--- config.mk ---
export PLATFORM = sky130hd
export DESIGN_NAME = uart_tx_io
export DESIGN_NICKNAME = d
export VERILOG_FILES = /design/src/rtl/uart_tx_io_pkg.sv /design/src/rtl/uart_tx_io_tx_fifo.sv /design/src/rtl/uart_tx_io.sv
export SDC_FILE = /design/constraint.sdc
export NUM_CORES = 1
export LEC_CHECK = 0
export ABC_AREA = 0
export CAP_MARGIN = 10
export CORE_MARGIN = 10
export CORE_UTILIZATION = 48
export CTS_BUF_LIST = sky130_fd_sc_hd__clkbuf_4 sky130_fd_sc_hd__clkbuf_8 sky130_fd_sc_hd__clkbuf_16
export DETAILED_ROUTE_END_ITERATION = 6
export GPL_ROUTABILITY_DRIVEN = 0
export PLACE_DENSITY = 0.63
export SYNTH_ARGS = -nofsm -noshare
export SYNTH_HDL_FRONTEND = slang
export SYNTH_HIERARCHICAL = 1
export SYNTH_SLANG_ARGS = --single-unit
--- constraint.sdc ---
create_clock -name clk -period 7 [get_ports clk]
set_input_delay 1.4 -clock clk [delete_from_list [all_inputs] [get_ports clk]]
set_output_delay 1.4 -clock clk [all_outputs]
set_load 0.005 [all_outputs]
--- src/rtl/uart_tx_io_pkg.sv ---
// Shared UART definitions: data width and transmitter FSM state encoding.
// Kept symmetric with the bootloader RX path.
package uart_tx_io_pkg;
   localparam int UART_DATA_W = 8;

   typedef enum logic [1:0] {
      IDLE  = 2'd0,
      START = 2'd1,
      DATA  = 2'd2,
      STOP  = 2'd3
   } tx_state_t;
endpackage

--- src/rtl/uart_tx_io_tx_fifo.sv ---
// Small synchronous FIFO with a separately kept occupancy count.
// A push is judged against the count before any same-cycle pop.
import uart_tx_io_pkg::*;

module tx_fifo #(
   parameter int DEPTH = 8,
   parameter int WIDTH = UART_DATA_W
) (
   input  logic                   clk,
   input  logic                   rst_n,
   input  logic                   push_i,
   input  logic [WIDTH-1:0]       wdata_i,
   input  logic                   pop_i,
   output logic [WIDTH-1:0]       rdata_o,
   output logic                   full_o,
   output logic                   empty_o,
   output logic [$clog2(DEPTH):0] count_o
);
   localparam int AW = $clog2(DEPTH);
   localparam logic [AW:0] FULL_CNT = (AW+1)'(DEPTH);

   logic [WIDTH-1:0] mem_q [DEPTH];
   logic [AW-1:0]    wr_ptr_q, wr_ptr_d;
   logic [AW-1:0]    rd_ptr_q, rd_ptr_d;
   logic [AW:0]      count_q, count_d;
   logic             do_push, do_pop;

   assign do_push = push_i && (count_q != FULL_CNT);
   assign do_pop  = pop_i && (count_q != '0);

   always_comb begin
      wr_ptr_d = do_push ? wr_ptr_q + 1'b1 : wr_ptr_q;
      rd_ptr_d = do_pop  ? rd_ptr_q + 1'b1 : rd_ptr_q;
      count_d  = count_q + (AW+1)'(do_push) - (AW+1)'(do_pop);
   end

   always_ff @(posedge clk or negedge rst_n) begin
      if (!rst_n) begin
         wr_ptr_q <= '0;
         rd_ptr_q <= '0;
         count_q  <= '0;
      end else begin
         wr_ptr_q <= wr_ptr_d;
         rd_ptr_q <= rd_ptr_d;
         count_q  <= count_d;
      end
   end

   always_ff @(posedge clk) begin
      if (do_push) mem_q[wr_ptr_q] <= wdata_i;
   end

   assign rdata_o = mem_q[rd_ptr_q];
   assign full_o  = (count_q == FULL_CNT);
   assign empty_o = (count_q == '0);
   assign count_o = count_q;
endmodule

--- src/rtl/uart_tx_io.sv ---
// Memory-mapped 8N1 UART transmitter: write strobe into a FIFO, FSM serializes
// LSB first, sticky overflow flag and FIFO status for CPU polling.
import uart_tx_io_pkg::*;

module uart_tx_io #(
   parameter int CLKS_PER_BIT = 434,
   parameter int FIFO_DEPTH   = 8
) (
   input  logic                        clk,
   input  logic                        rst_n,
   input  logic                        wr_en,
   input  logic [UART_DATA_W-1:0]      wr_data,
   input  logic                        clr_ovf,
   output logic                        TX,
   output logic                        tx_busy,
   output logic                        tx_full,
   output logic                        tx_empty,
   output logic                        tx_ovf,
   output logic [$clog2(FIFO_DEPTH):0] tx_level
);
   localparam int BW = $clog2(CLKS_PER_BIT);
   localparam logic [BW-1:0] BAUD_LAST = BW'(CLKS_PER_BIT - 1);

   tx_state_t              state_q, state_d;
   logic [BW-1:0]          baud_q, baud_d;
   logic [2:0]             bit_q, bit_d;
   logic [UART_DATA_W-1:0] shift_q, shift_d;
   logic                   tx_q, tx_d;
   logic                   ovf_q, ovf_d;
   logic                   pop;
   logic                   bit_end;
   logic [UART_DATA_W-1:0] fifo_rdata;
   logic                   fifo_full, fifo_empty;

   tx_fifo #(
      .DEPTH (FIFO_DEPTH),
      .WIDTH (UART_DATA_W)
   ) u_fifo (
      .clk     (clk),
      .rst_n   (rst_n),
      .push_i  (wr_en),
      .wdata_i (wr_data),
      .pop_i   (pop),
      .rdata_o (fifo_rdata),
      .full_o  (fifo_full),
      .empty_o (fifo_empty),
      .count_o (tx_level)
   );

   assign bit_end = (baud_q == BAUD_LAST);

   always_ff @(posedge clk or negedge rst_n) begin
      if (!rst_n) begin
         state_q <= IDLE;
         baud_q  <= '0;
         bit_q   <= '0;
         tx_q    <= 1'b1;
         ovf_q   <= 1'b0;
      end else begin
         state_q <= state_d;
         baud_q  <= baud_d;
         bit_q   <= bit_d;
         tx_q    <= tx_d;
         ovf_q   <= ovf_d;
      end
   end

   always_ff @(posedge clk) begin
      shift_q <= shift_d;
   end

   always_comb begin
      state_d = state_q;
      baud_d  = baud_q;
      bit_d   = bit_q;
      shift_d = shift_q;
      pop     = 1'b0;
      if (state_q != IDLE) baud_d = bit_end ? '0 : baud_q + 1'b1;
      case (state_q)
         IDLE: begin
            if (!fifo_empty) begin
               pop     = 1'b1;
               shift_d = fifo_rdata;
               baud_d  = '0;
               bit_d   = '0;
               state_d = START;
            end
         end
         START: begin
            if (bit_end) state_d = DATA;
         end
         DATA: begin
            if (bit_end) begin
               shift_d = {1'b0, shift_q[UART_DATA_W-1:1]};
               bit_d   = bit_q + 1'b1;
               if (bit_q == 3'd7) state_d = STOP;
            end
         end
         STOP: begin
            // Popping on the last stop cycle keeps back-to-back frames gapless.
            if (bit_end) begin
               if (!fifo_empty) begin
                  pop     = 1'b1;
                  shift_d = fifo_rdata;
                  bit_d   = '0;
                  state_d = START;
               end else begin
                  state_d = IDLE;
               end
            end
         end
         default: state_d = IDLE;
      endcase
      // A dropped write outranks a same-cycle clear.
      if (wr_en && fifo_full) ovf_d = 1'b1;
      else if (clr_ovf)       ovf_d = 1'b0;
      else                    ovf_d = ovf_q;
   end

   always_comb begin
      case (state_d)
         START:   tx_d = 1'b0;
         DATA:    tx_d = shift_d[0];
         default: tx_d = 1'b1;
      endcase
   end

   assign TX       = tx_q;
   assign tx_busy  = (state_q != IDLE);
   assign tx_full  = fifo_full;
   assign tx_empty = fifo_empty;
   assign tx_ovf   = ovf_q;
endmodule
# Word level (Yosys, flattened, before mapping)
# Memory sizes are Yosys's and may differ from the RTL's.
# Index checks and enable logic that the tools add are counted.
# word_totals
register_bits	34
ram_bits	64
in_bits	12
output_inout_bits	9
n_memories	1
# memory_table
memory	depth	width	read_ports	rd_clocked_by_memory_dff	wr	line	rtl
u_fifo.mem_q	8	8	1	0	1	uart_tx_io_tx_fifo.sv:22	logic [WIDTH-1:0] mem_q [DEPTH];
# op_classes
n_addsub	6
n_eq_ne	11
muxes	27
reduce_logical	10
# op_table
cell	n
$mux W9	4
$mux W8	3
$pmux W8 S3	1
$mux W2	5
$add A3 B1 Y3 const B	3
$add A9 B1 Y9 const B	1
$eq A9 B9 Y1 const B	1
$mux W3	3
$pmux W3 S3	1
$pmux W2 S4	1
$mux W1	7
$eq A2 B2 Y1 const B	3
$add A4 B1 Y4	1
$eq A2 B1 Y1 const B	2
$eq A4 B4 Y1 const B	1
$logic_not A4 Y1	1
$ne A2 B2 Y1 const B	2
$ne A4 B4 Y1 const B	1
$pmux W1 S2	2
$reduce_bool A2 Y1	2
$reduce_bool A4 Y1	1
$sub A4 B1 Y4	1
$eq A3 B3 Y1 const B	1
$logic_and A1 B1 Y1	3
3 further kinds	3

# Depth between registers and ports, before layout
# depth
word_depth	6
mapped_depth	14

# Modules after synthesis
# The synthesis kept the hierarchy.
# by_module_without_submodules
module	instances	cells_per_inst	area_per_inst_um2	seq_area_each_um2
tx_fifo	1	151	3067.9	2172.1
uart_tx_io	1	141	1363.8	631.9

# Worst setup path before layout
# Ideal clock, no wire load.
# synth_path
path_type	reg-to-reg
startpoint	register u_fifo.count_q[2] (netlist: u_fifo/count_o[2])
endpoint	register u_fifo.count_q[2] (netlist: u_fifo/count_o[2])
setup_time_ps	123
arrival_ps	2899
path_slack_ps	3979
stages_incl_launch_ff	14
n_path_buf	1
synth_period_minus_slack_ps	3021
path_cell_list	dfrtp_1 -> inv_1 -> ha_1 -> nor3b_1 -> buf_1 -> nor3_1 -> nand2b_1 -> inv_1 -> ha_1 -> inv_1 -> ha_1 -> inv_1 -> fa_1 -> xnor2_1
# synth_between
elab_chain_cells	6
word_cells_on_any_way	10
# synth_lines
item	line	rtl
start: declaration	uart_tx_io_tx_fifo.sv:25	logic [AW:0] count_q, count_d;
start signal: assignment	uart_tx_io_tx_fifo.sv:45	count_q <= count_d;
$logic_not A4 Y1 (*)	uart_tx_io_tx_fifo.sv:55	assign empty_o = (count_q == '0);
net tx_empty	uart_tx_io.sv:17	output logic tx_empty,
$mux W1 (*)	uart_tx_io.sv:81, uart_tx_io.sv:102	
$mux W1	uart_tx_io.sv:101	if (bit_end) begin
$pmux W1 S2 (*)	uart_tx_io.sv:79	case (state_q)
net pop	uart_tx_io.sv:30	logic pop;
$logic_and A1 B1 Y1 (*)	uart_tx_io_tx_fifo.sv:29	assign do_pop = pop_i && (count_q != '0);
net u_fifo.do_pop	uart_tx_io_tx_fifo.sv:26	logic do_push, do_pop;
$sub A4 B1 Y4 (*)	uart_tx_io_tx_fifo.sv:34	count_d = count_q + (AW+1)'(do_push) - (AW+1)'(do_pop);
net u_fifo.count_d[2]	uart_tx_io_tx_fifo.sv:25	
# Mark *: on every way through the listed nets, which the timed path passes. The rest lies on a longest branch.
# A chain may end at the register's enable or synchronous reset.

# Worst setup path in the final report
# layout_path
startpoint	register u_fifo.count_q[2] (netlist: u_fifo/count_o[2])
endpoint	output port tx_full
# layout_between
elab_chain_cells	1
# layout_lines
item	line	rtl
$eq A4 B4 Y1	uart_tx_io_tx_fifo.sv:54	assign full_o = (count_q == FULL_CNT);
end: declaration	uart_tx_io.sv:16	output logic tx_full,
# No other way between the ends.

==> reports/results.ini <==
[run]
max_cap_viol_count=0

[timing]
period_share_pct=50.3
worst_pin_slew_ns=1.00
finalCriticalPeriod_ns=3.52
rsz0062_at_grt=no
fmaxAchievable_ghz=0.284
setup_tns_ns=0
report.final.slew_viol_count=0
setup_violations=0
hold_viol_final=0
skew_ns=0.0120
max_slew_margin_pct=32.6
setup_ws_ns=3.48

[grt]
grt_max_degree=27
grt_pass1_wl_mm=12.4
grt.overflow.total=0
antenna_found_initial=0
grt_use_total_pct=12.1
grt_pass1_vias=2343

[clocking]
clk_path_buf_depth=2
postCtsSetupRepairBufs=0
ctsHoldBuffers=0
cts_tree=done
clockRootBuffer=clkbuf_8
postCtsResizedCells=0
cts_buffers=9
insertion_delay_ns=0.36
numClockSinks=98
clk_pin_slew_ns=0.10
cts-htree-levels=3

[placement]
hpwl_mm=5.08
port_buffers=20
post-place-ws_ns=3.44

[synth]
synthFlopType=edfxtp_1
syn_inst=292
synth_seq_area_share_pct=63.3
syn-cell-area_um2=4430
avgSynthCellArea_um2=15.2
synth_edf_count=71
synth-seq-cells=98
yosys.area.top_type=edfxtp_1
yosys.area.top_type_share_pct=48.1
synth_area_leaders=edfxtp_1 48%, dfrtp_1 14%, mux4_1 9.5%, ha_1 4.8%, mux2_2 3.0%
ys_warn_count=6
synth_cell_types=45
synth_fp_nets=322
async_reset_ff_share_pct=26.5

[power]
clkPwrFrac_pct=27.7
intPower_uw=994
leakagePower_uw=0.00183
total_power_uw=1360
p_comb_share_pct=17.6
p_sw_uw=367
vdd_drop_max_v=0.000139
seq_power_share_pct=54.7
p_per_area_nw_per_um2=275
swShare_pct=26.9

[min_path]
hold_class=flip-flop to flip-flop

[detailed_routing]
drc=0
dr.pass1.iters=4
wl_mm=7.63
routedWlPerCell_um=17.6
initialDrtViolationCount=118
viasPerCell=5.52
vias=2394
antenna_left=0

[floorplanning]
num_rows=35
die_h_um=116
io_pins=21
start_util_pct=48.7
core_area_um2=9110
dieWidth_um=116
fp.dieArea_um2=13500

[final_layout]
final_common_cell=edfxtp_1
drive_gt1_share_pct=11.8
area_delta_synth_final_pct=11.8
layout.nets=348
diodes=0
mostFrequentLayoutCells=71 x edfxtp_1, 25 x dfrtp_1, 24 x o21ai_0

[critical_path]
cp.arrival_ns=2.12
critPathLaunchType=flip-flop
crit_type=flip-flop to output port
required_ns=5.60
endpoint_kind=output port
crit_path_max_fanout=5

[status]
status=complete, no violations

[routing by layer]
| metal | GRT usage (%) | wire length (um) |
|---|---|---|
| met5 | 0 | 0 |
| met2 | 19.9 | 3770 |
| met1 | 15.1 | 3540 |
| met3 | 3.00 | 212 |
| met4 | 4.25 | 99 |
[power by group through the flow]
stage | sequential, uW | combinational [uW] | clock [uW]
finish | 744 | 239 | 377
global route | 752 | 264 | 415
CTS | 745 | 241 | 388
detailed placement | 758 | 240 | 0
global placement | 754 | 235 | 0
floorplan | 746 | 147 | 0
[worst max-delay path: stages, from the launching register on]
cell             delay [ns]
dfrtp_1                0.39
inv_1                  0.11
ha_1                   0.16
or3b_2                 0.51
inv_1                  0.10
clkdlybuf4s50_1        0.50
[area by class of cell]
type,count,area [um2]
Clock buffer,9,124
Fill cell,751,4160
Tap cell,111,139
Timing Repair Buffer,25,233
Sequential cell,98,2800
Clock inverter,7,83.8
Inverter,16,60.1
Multi-Input combinational cell,168,1510
[registers in the layout, summed over array words and instances, names as in the netlist]
signal and count:
TX 1, baud_q 9, bit_q 3, shift_q 8, state_q 2, tx_ovf 1
u_fifo/count_o 4, u_fifo/mem_q 64, u_fifo/rd_ptr_q 3, u_fifo/wr_ptr_q 3
[cells in the mapped netlist, types with 8 or more instances]
cell type	number
mux2i_1	8
nor2_1	16
nand2_1	21
dfrtp_1	25
mux2_2	12
edfxtp_1	71
o21ai_0	24
mux4_1	16
inv_1	16
ha_1	17
[cells by family after synthesis]
| kind of cell | count (synthesis) | synth area share [%] |
|---|---|---|
| flip-flops | 98 | 63.3 |
| AND/OR/NAND/NOR | 66 | 7.28 |
| AO/OA/AOI/OAI | 41 | 5.70 |
| multiplexers | 36 | 14.3 |
| buffers and inverters | 26 | 2.77 |
| adder cells (fa/ha/maj) | 18 | 5.25 |
| XOR/XNOR | 7 | 1.38 |
[worst paths after layout]
check,depth (start not counted),slack (ns),startpoint,to
setup / recovery,5,3.48,u_fifo/count_o[2]$_DFF_PN0_,tx_full
hold / removal,1,0.49,baud_q[8]$_DFF_PN0_,baud_q[8]$_DFF_PN0_
setup reg to reg,7,3.99,u_fifo/rd_ptr_q[0]$_DFFE_PN0P_,TX$_DFF_PN1_
hold reg to reg,1,0.49,baud_q[8]$_DFF_PN0_,baud_q[8]$_DFF_PN0_
max in group asynchronous,2,5.31,rst_n,TX$_DFF_PN1_
min in group asynchronous,2,1.39,rst_n,baud_q[7]$_DFF_PN0_
[metrics by stage]
step | area (um2) | hold WS [ns] | std cells | utilization, %
final | 4950 | 0.487 | 434 | 54.4
after global routing | 4950 | 0.525 | 434 | 54.4
after CTS | 4940 | 0.493 | 431 | 54.2
after detailed placement | 4730 | 0.480 | 415 | 51.9
after global placement | 4730 | 0.468 | 415 | 51.9
after floorplan | 4430 | 0.445 | 292 | -
Power figures use the tool's default switching activity.
